### src/rtl/score_keeper_if.sv
// score_keeper_if: game-input and score-output bundle between game logic and the score keeper
interface score_keeper_if;
  logic i_frame_tick;
  logic i_move;
  logic i_collision;
  logic i_restart;
  logic [7:0] o_score;
  logic [7:0] o_high_score;
  logic o_game_over;
  logic o_new_high;
  modport master(output i_frame_tick, i_move, i_collision, i_restart, input o_score, o_high_score, o_game_over, o_new_high);
  modport slave(input i_frame_tick, i_move, i_collision, i_restart, output o_score, o_high_score, o_game_over, o_new_high);
endinterface

### src/rtl/score_keeper.sv
// score_keeper: frame-synchronous game state and score counter; SCORE_KEEPER_HIGH_SCORE_EN adds a session high score
module score_keeper #(
  parameter int STEP_FRAMES = 8,
  parameter int SCORE_MAX = 255
) (
  input logic i_clk,
  input logic i_rst,
  score_keeper_if.slave bus
);
  typedef enum logic [1:0] {IDLE, RUN, OVER} state_t;
  localparam logic [7:0] LAST = 8'(STEP_FRAMES - 1);
  localparam logic [7:0] TOP = 8'(SCORE_MAX);
  state_t state, state_n;
  logic [7:0] score, score_n, cnt, cnt_n;
  always_ff @(posedge i_clk)
    if (i_rst) begin
      state <= IDLE;
      score <= '0;
      cnt <= '0;
    end else begin
      state <= state_n;
      score <= score_n;
      cnt <= cnt_n;
    end
  // score only moves on frame ticks so the renderer never sees a mid-frame change
  always_comb begin
    state_n = state;
    score_n = score;
    cnt_n = cnt;
    if (bus.i_restart) begin
      state_n = IDLE;
      score_n = '0;
      cnt_n = '0;
    end else if (state == IDLE) begin
      state_n = (bus.i_frame_tick && bus.i_move) ? RUN : IDLE;
    end else if (state == RUN) begin
      if (bus.i_collision) state_n = OVER;
      else if (bus.i_frame_tick) begin
        cnt_n = (bus.i_move && cnt != LAST) ? cnt + 8'd1 : '0;
        score_n = (bus.i_move && cnt == LAST && score != TOP) ? score + 8'd1 : score;
      end
    end
  end
  assign bus.o_score = score;
  assign bus.o_game_over = state == OVER;
`ifdef SCORE_KEEPER_HIGH_SCORE_EN
  logic [7:0] high;
  logic new_high, beat;
  assign beat = !bus.i_restart && state == RUN && bus.i_collision && score > high;
  always_ff @(posedge i_clk)
    if (i_rst) begin
      high <= '0;
      new_high <= 1'b0;
    end else begin
      new_high <= beat;
      high <= beat ? score : high;
    end
  assign bus.o_high_score = high;
  assign bus.o_new_high = new_high;
`else
  assign bus.o_high_score = '0;
  assign bus.o_new_high = 1'b0;
`endif
endmodule

### src/flat_wrapper.sv
// flat-port wrapper written by rule: the top's interface ports become plain ports
module score_keeper_flat 
#(
  parameter int STEP_FRAMES = 8,
  parameter int SCORE_MAX = 255
)
  (i_clk, i_rst, bus_i_frame_tick, bus_i_move, bus_i_collision, bus_i_restart, bus_o_score, bus_o_high_score, bus_o_game_over, bus_o_new_high);
  score_keeper_if bus_i ();
  input logic i_clk;
  input logic i_rst;
  input wire logic [$bits(bus_i.i_frame_tick)-1:0] bus_i_frame_tick;
  input wire logic [$bits(bus_i.i_move)-1:0] bus_i_move;
  input wire logic [$bits(bus_i.i_collision)-1:0] bus_i_collision;
  input wire logic [$bits(bus_i.i_restart)-1:0] bus_i_restart;
  output wire logic [$bits(bus_i.o_score)-1:0] bus_o_score;
  output wire logic [$bits(bus_i.o_high_score)-1:0] bus_o_high_score;
  output wire logic [$bits(bus_i.o_game_over)-1:0] bus_o_game_over;
  output wire logic [$bits(bus_i.o_new_high)-1:0] bus_o_new_high;
  assign bus_i.i_frame_tick = bus_i_frame_tick;
  assign bus_i.i_move = bus_i_move;
  assign bus_i.i_collision = bus_i_collision;
  assign bus_i.i_restart = bus_i_restart;
  assign bus_o_score = bus_i.o_score;
  assign bus_o_high_score = bus_i.o_high_score;
  assign bus_o_game_over = bus_i.o_game_over;
  assign bus_o_new_high = bus_i.o_new_high;
  score_keeper #(.STEP_FRAMES(STEP_FRAMES), .SCORE_MAX(SCORE_MAX)) u_core (.i_clk(i_clk), .i_rst(i_rst), .bus(bus_i));
endmodule
### config.mk
export PLATFORM = sky130hd
export DESIGN_NAME = score_keeper_flat
export DESIGN_NICKNAME = d
export VERILOG_FILES = /design/src/rtl/score_keeper_if.sv /design/src/rtl/score_keeper.sv /design/src/flat_wrapper.sv
export SDC_FILE = /design/constraint.sdc
export NUM_CORES = 1
export LEC_CHECK = 0
export BUFFER_PORTS_ARGS = -buffer_cell sky130_fd_sc_hd__buf_2
export CAP_MARGIN = 15
export CORE_MARGIN = 4
export CORE_UTILIZATION = 50
export DETAILED_ROUTE_END_ITERATION = 6
export PLACE_DENSITY = 0.81
export SETUP_SLACK_MARGIN = 0.15
export SLEW_MARGIN = 40
export SYNTH_ARGS = -nofsm -noshare
export SYNTH_HDL_FRONTEND = slang
export SYNTH_SLANG_ARGS = --single-unit
### constraint.sdc
create_clock -name i_clk -period 2.75 [get_ports i_clk]
set_clock_uncertainty 0.15 [all_clocks]
set_input_delay 0.55 -clock i_clk [delete_from_list [all_inputs] [get_ports i_clk]]
set_output_delay 0.55 -clock i_clk [all_outputs]
set_load 0.02 [all_outputs]
==> metrics.md <==
| Metric | Value |
|---|---|
| Synth top area share | 0.377 |
| Fin crit period | 2.30 ns |
| CTS clk-pin slew, worst paths | 0.10 ns |
| Largest stage delay, worst path | 0.63 ns |
| Worst-skew pair later-pin latency | approximately 0.29 ns |
| Routed len/inst | 12.5 um |
| Tot GR Track Use | 0.155 |
| CP required | 2.82 ns |
| Total CTS buffers | 3 |
| First-pass GRT wire length | 3.17 mm |
| Dominant cell type by area after synthesis | dfxtp_1 |
| Filler cells | 157 |
| NetSw | 0.000105 W |
| Final Cycle Share | 0.838 |
| Clock power share | 0.363 |
| F_max | approximately 430 MHz |
| Synth Flop Type | dfxtp_1 |
| PD cells | around 430 mW/mm^2 |
| Syn Inst Count | 109 |
| Multi-input gate area | 534 sq um |
| Layout cells sized above 1 | 0.187 |
| Max-slew violations | 0 |
| Overflow after GRT | 0 |
| Most common cell in the netlist | dfxtp_1 |
| Post_cts resized | 0 |
| Switch share | 0.232 |
| Die ar. | 0.00268 sq mm |
| Vias | 842 |
| Crit path cell chain | ha_1, nor4b_2, nand4_2, or4_1, a21oi_1 |
| Setup violators final | 0 |
| CTS tree | built |
| Status | finished, final reports clean |
| Number of synthesized flops with an enable pin | 0 |
| Core area | 0.00176 sq mm |
| Die height | roughly 52 um |
| Seq/Total Area, Yosys | 0.377 |
| LEAKAGE | 0.400 nW |
| Cell row count | 15 |
| Final #Nets | 132 |
| I/O pins | 24 |
| Worst Hold Margin | 0.338 ns |
| Top cells by area, synth | dfxtp_1 38%, buf_4 7.1%, nor2_1 4.3%, o31ai_1 3.9%, a21oi_1 3.7% |
| Number of global-route vias before repair | 762 |
| Internal power | 0.000348 W |
| Setup TNS | 0 ns |
| CTS Hold Buffers Added | 0 |
| Hpwl dp | 1.33 mm |
| Root Buffer | clkbuf_4 |
| Hold Fails Final Rpt | 0 |
| Die X | 51.7 um |
| RSZ-0062 raised after global routing | no |
| Post-synth top cells | 18 x dfxtp_1, 11 x nor2_1, 9 x buf_4, 7 x a21oi_1, 6 x nand3_1 |
| Crit start category | register |
| ANT cells | 0 |
| CP max stage cell | or4_1 |
| H-tree lvl count | 1 |
| Pin count of the biggest net entering global routing | 17 |
| Final GP Congestion | approximately 0.82 |
| Vias per cell | 5.69 |
| Yosys reg bits | 18 |
| CTS Sinks | 18 |
| Hold crit path type | input port to register |
| Kind of end point of the critical path | register |
| Total of max-cap violations | 0 |
| Ys async rst share | 0 |
| Drc violations | 0 |
| Pre-antenna DRT Iters | 4 |
| IO buf count | 14 |
| Max clock buf depth | 2 |
| DR iter-0 viols | 17 |
| CP max FO | 16 |
| Final ANT Viol Nets | 0 |
| Reg power frac | 0.579 |
| Area delta synth->final | 9.16% |
| CP Data Arrival Time | 2.38 ns |
| Mapped cell area | around 960 sq um |
| FF/Latch Area | 360 sq um |
| Post-synthesis cell type count | 36 |
| Logic pwr share | 0.058 |
| # Post-CTS Setup Buffers | 0 |
| Maximum VDD drop | around 230 uV |
| Initial Util | 0.542 |
| Initial antenna violation count | 0 |
| Routed wire length | 1.85 mm |
| Critical setup path kind | register to register |
| Synth warn | 0 |
| Mean post-synth cell area | 8.77 sq um |
==> through the flow <==
step                      instances  total power, W   util  setup WS [ns]  instance area, sq um
after floorplan                 117        0.000297      -          0.822                   986
after global placement          144        0.000293  0.571          0.481                  1010
after detailed placement        144        0.000294  0.571          0.425                  1010
after CTS                       148        0.000456  0.591          0.458                  1040
after global routing            148        0.000466  0.591          0.270                  1040
final                           148        0.000453  0.591          0.446                  1040
==> worst max-delay path, delay by kind of cell (launching register included) <==
kind                     cells  cell delay, ns
AO/OA/AOI/OAI                1            0.19
AND/OR/NAND/NOR              3            1.27
flip-flops                   1            0.39
adder cells (fa/ha/maj)      1            0.23
==> cell families (layout without fill, tap and decap cells) <==
family | after synthesis | count (layout) | share of synthesized area
AO/OA/AOI/OAI | 21 | 21 | 0.141
XOR/XNOR | 7 | 7 | 0.0641
AND/OR/NAND/NOR | 45 | 45 | 0.292
adder cells (fa/ha/maj) | 2 | 2 | 0.0262
flip-flops | 18 | 18 | 0.377
other | 1 | 9 | 0.00392
buffers and inverters | 15 | 21 | 0.0955
==> metal layers <==
layer,global-route usage,wire length [um]
met3,0.0258,129
met5,0,0
met4,0.0655,33
met1,0.194,833
met2,0.261,848
==> area by class of cell <==
class	instances	area share
Sequential cell	18	0.345
Tap cell	25	0.0300
Timing Repair Buffer	14	0.0671
Multi-Input combinational cell	84	0.512
Clock buffer	4	0.0348
Inverter	3	0.0108
==> power groups by stage <==
stage	Combinational, W	Clock, W	Sequential, W
floorplan	0.0000288	0	0.000268
global placement	0.0000252	0	0.000268
detailed placement	0.0000259	0	0.000268
CTS	0.0000260	0.000168	0.000262
global route	0.0000292	0.000174	0.000263
finish	0.0000263	0.000164	0.000262
==> sequential cells by signal, indices dropped and copies added, names as in the netlist <==
signal	count
u_core.bus.o_score	8
u_core.cnt	8
u_core.state	2
==> path summary, 6_finish.rpt <==
path	from	end	slack (ns)	depth (start not counted)
worst min register to register	u_core.cnt[1]	u_core.cnt[1]	0.34	2
worst max register to register	u_core.cnt[0]	u_core.bus.o_score[3]	0.45	5
worst max-delay path	u_core.cnt[0]	u_core.bus.o_score[3]	0.45	5
worst min-delay path	bus_i_collision	u_core.state[0]	0.34	2
==> cells in the final DEF, fill, tap and decap left out, types with 2 or more instances in the layout <==
cell and instances:
or4_1 4, ha_1 2, o21ai_0 2, and4_1 2, dfxtp_1 18, conb_1 9
nor3_1 2, clkbuf_4 3, xor2_1 3, nor2_1 11, buf_2 14, inv_1 3
and3_1 3, xnor2_1 4, nand3_1 6, nand4_1 3, nand2_1 5, a21oi_1 7
o31ai_1 5
Note: power is estimated with default switching activity, not from simulation.
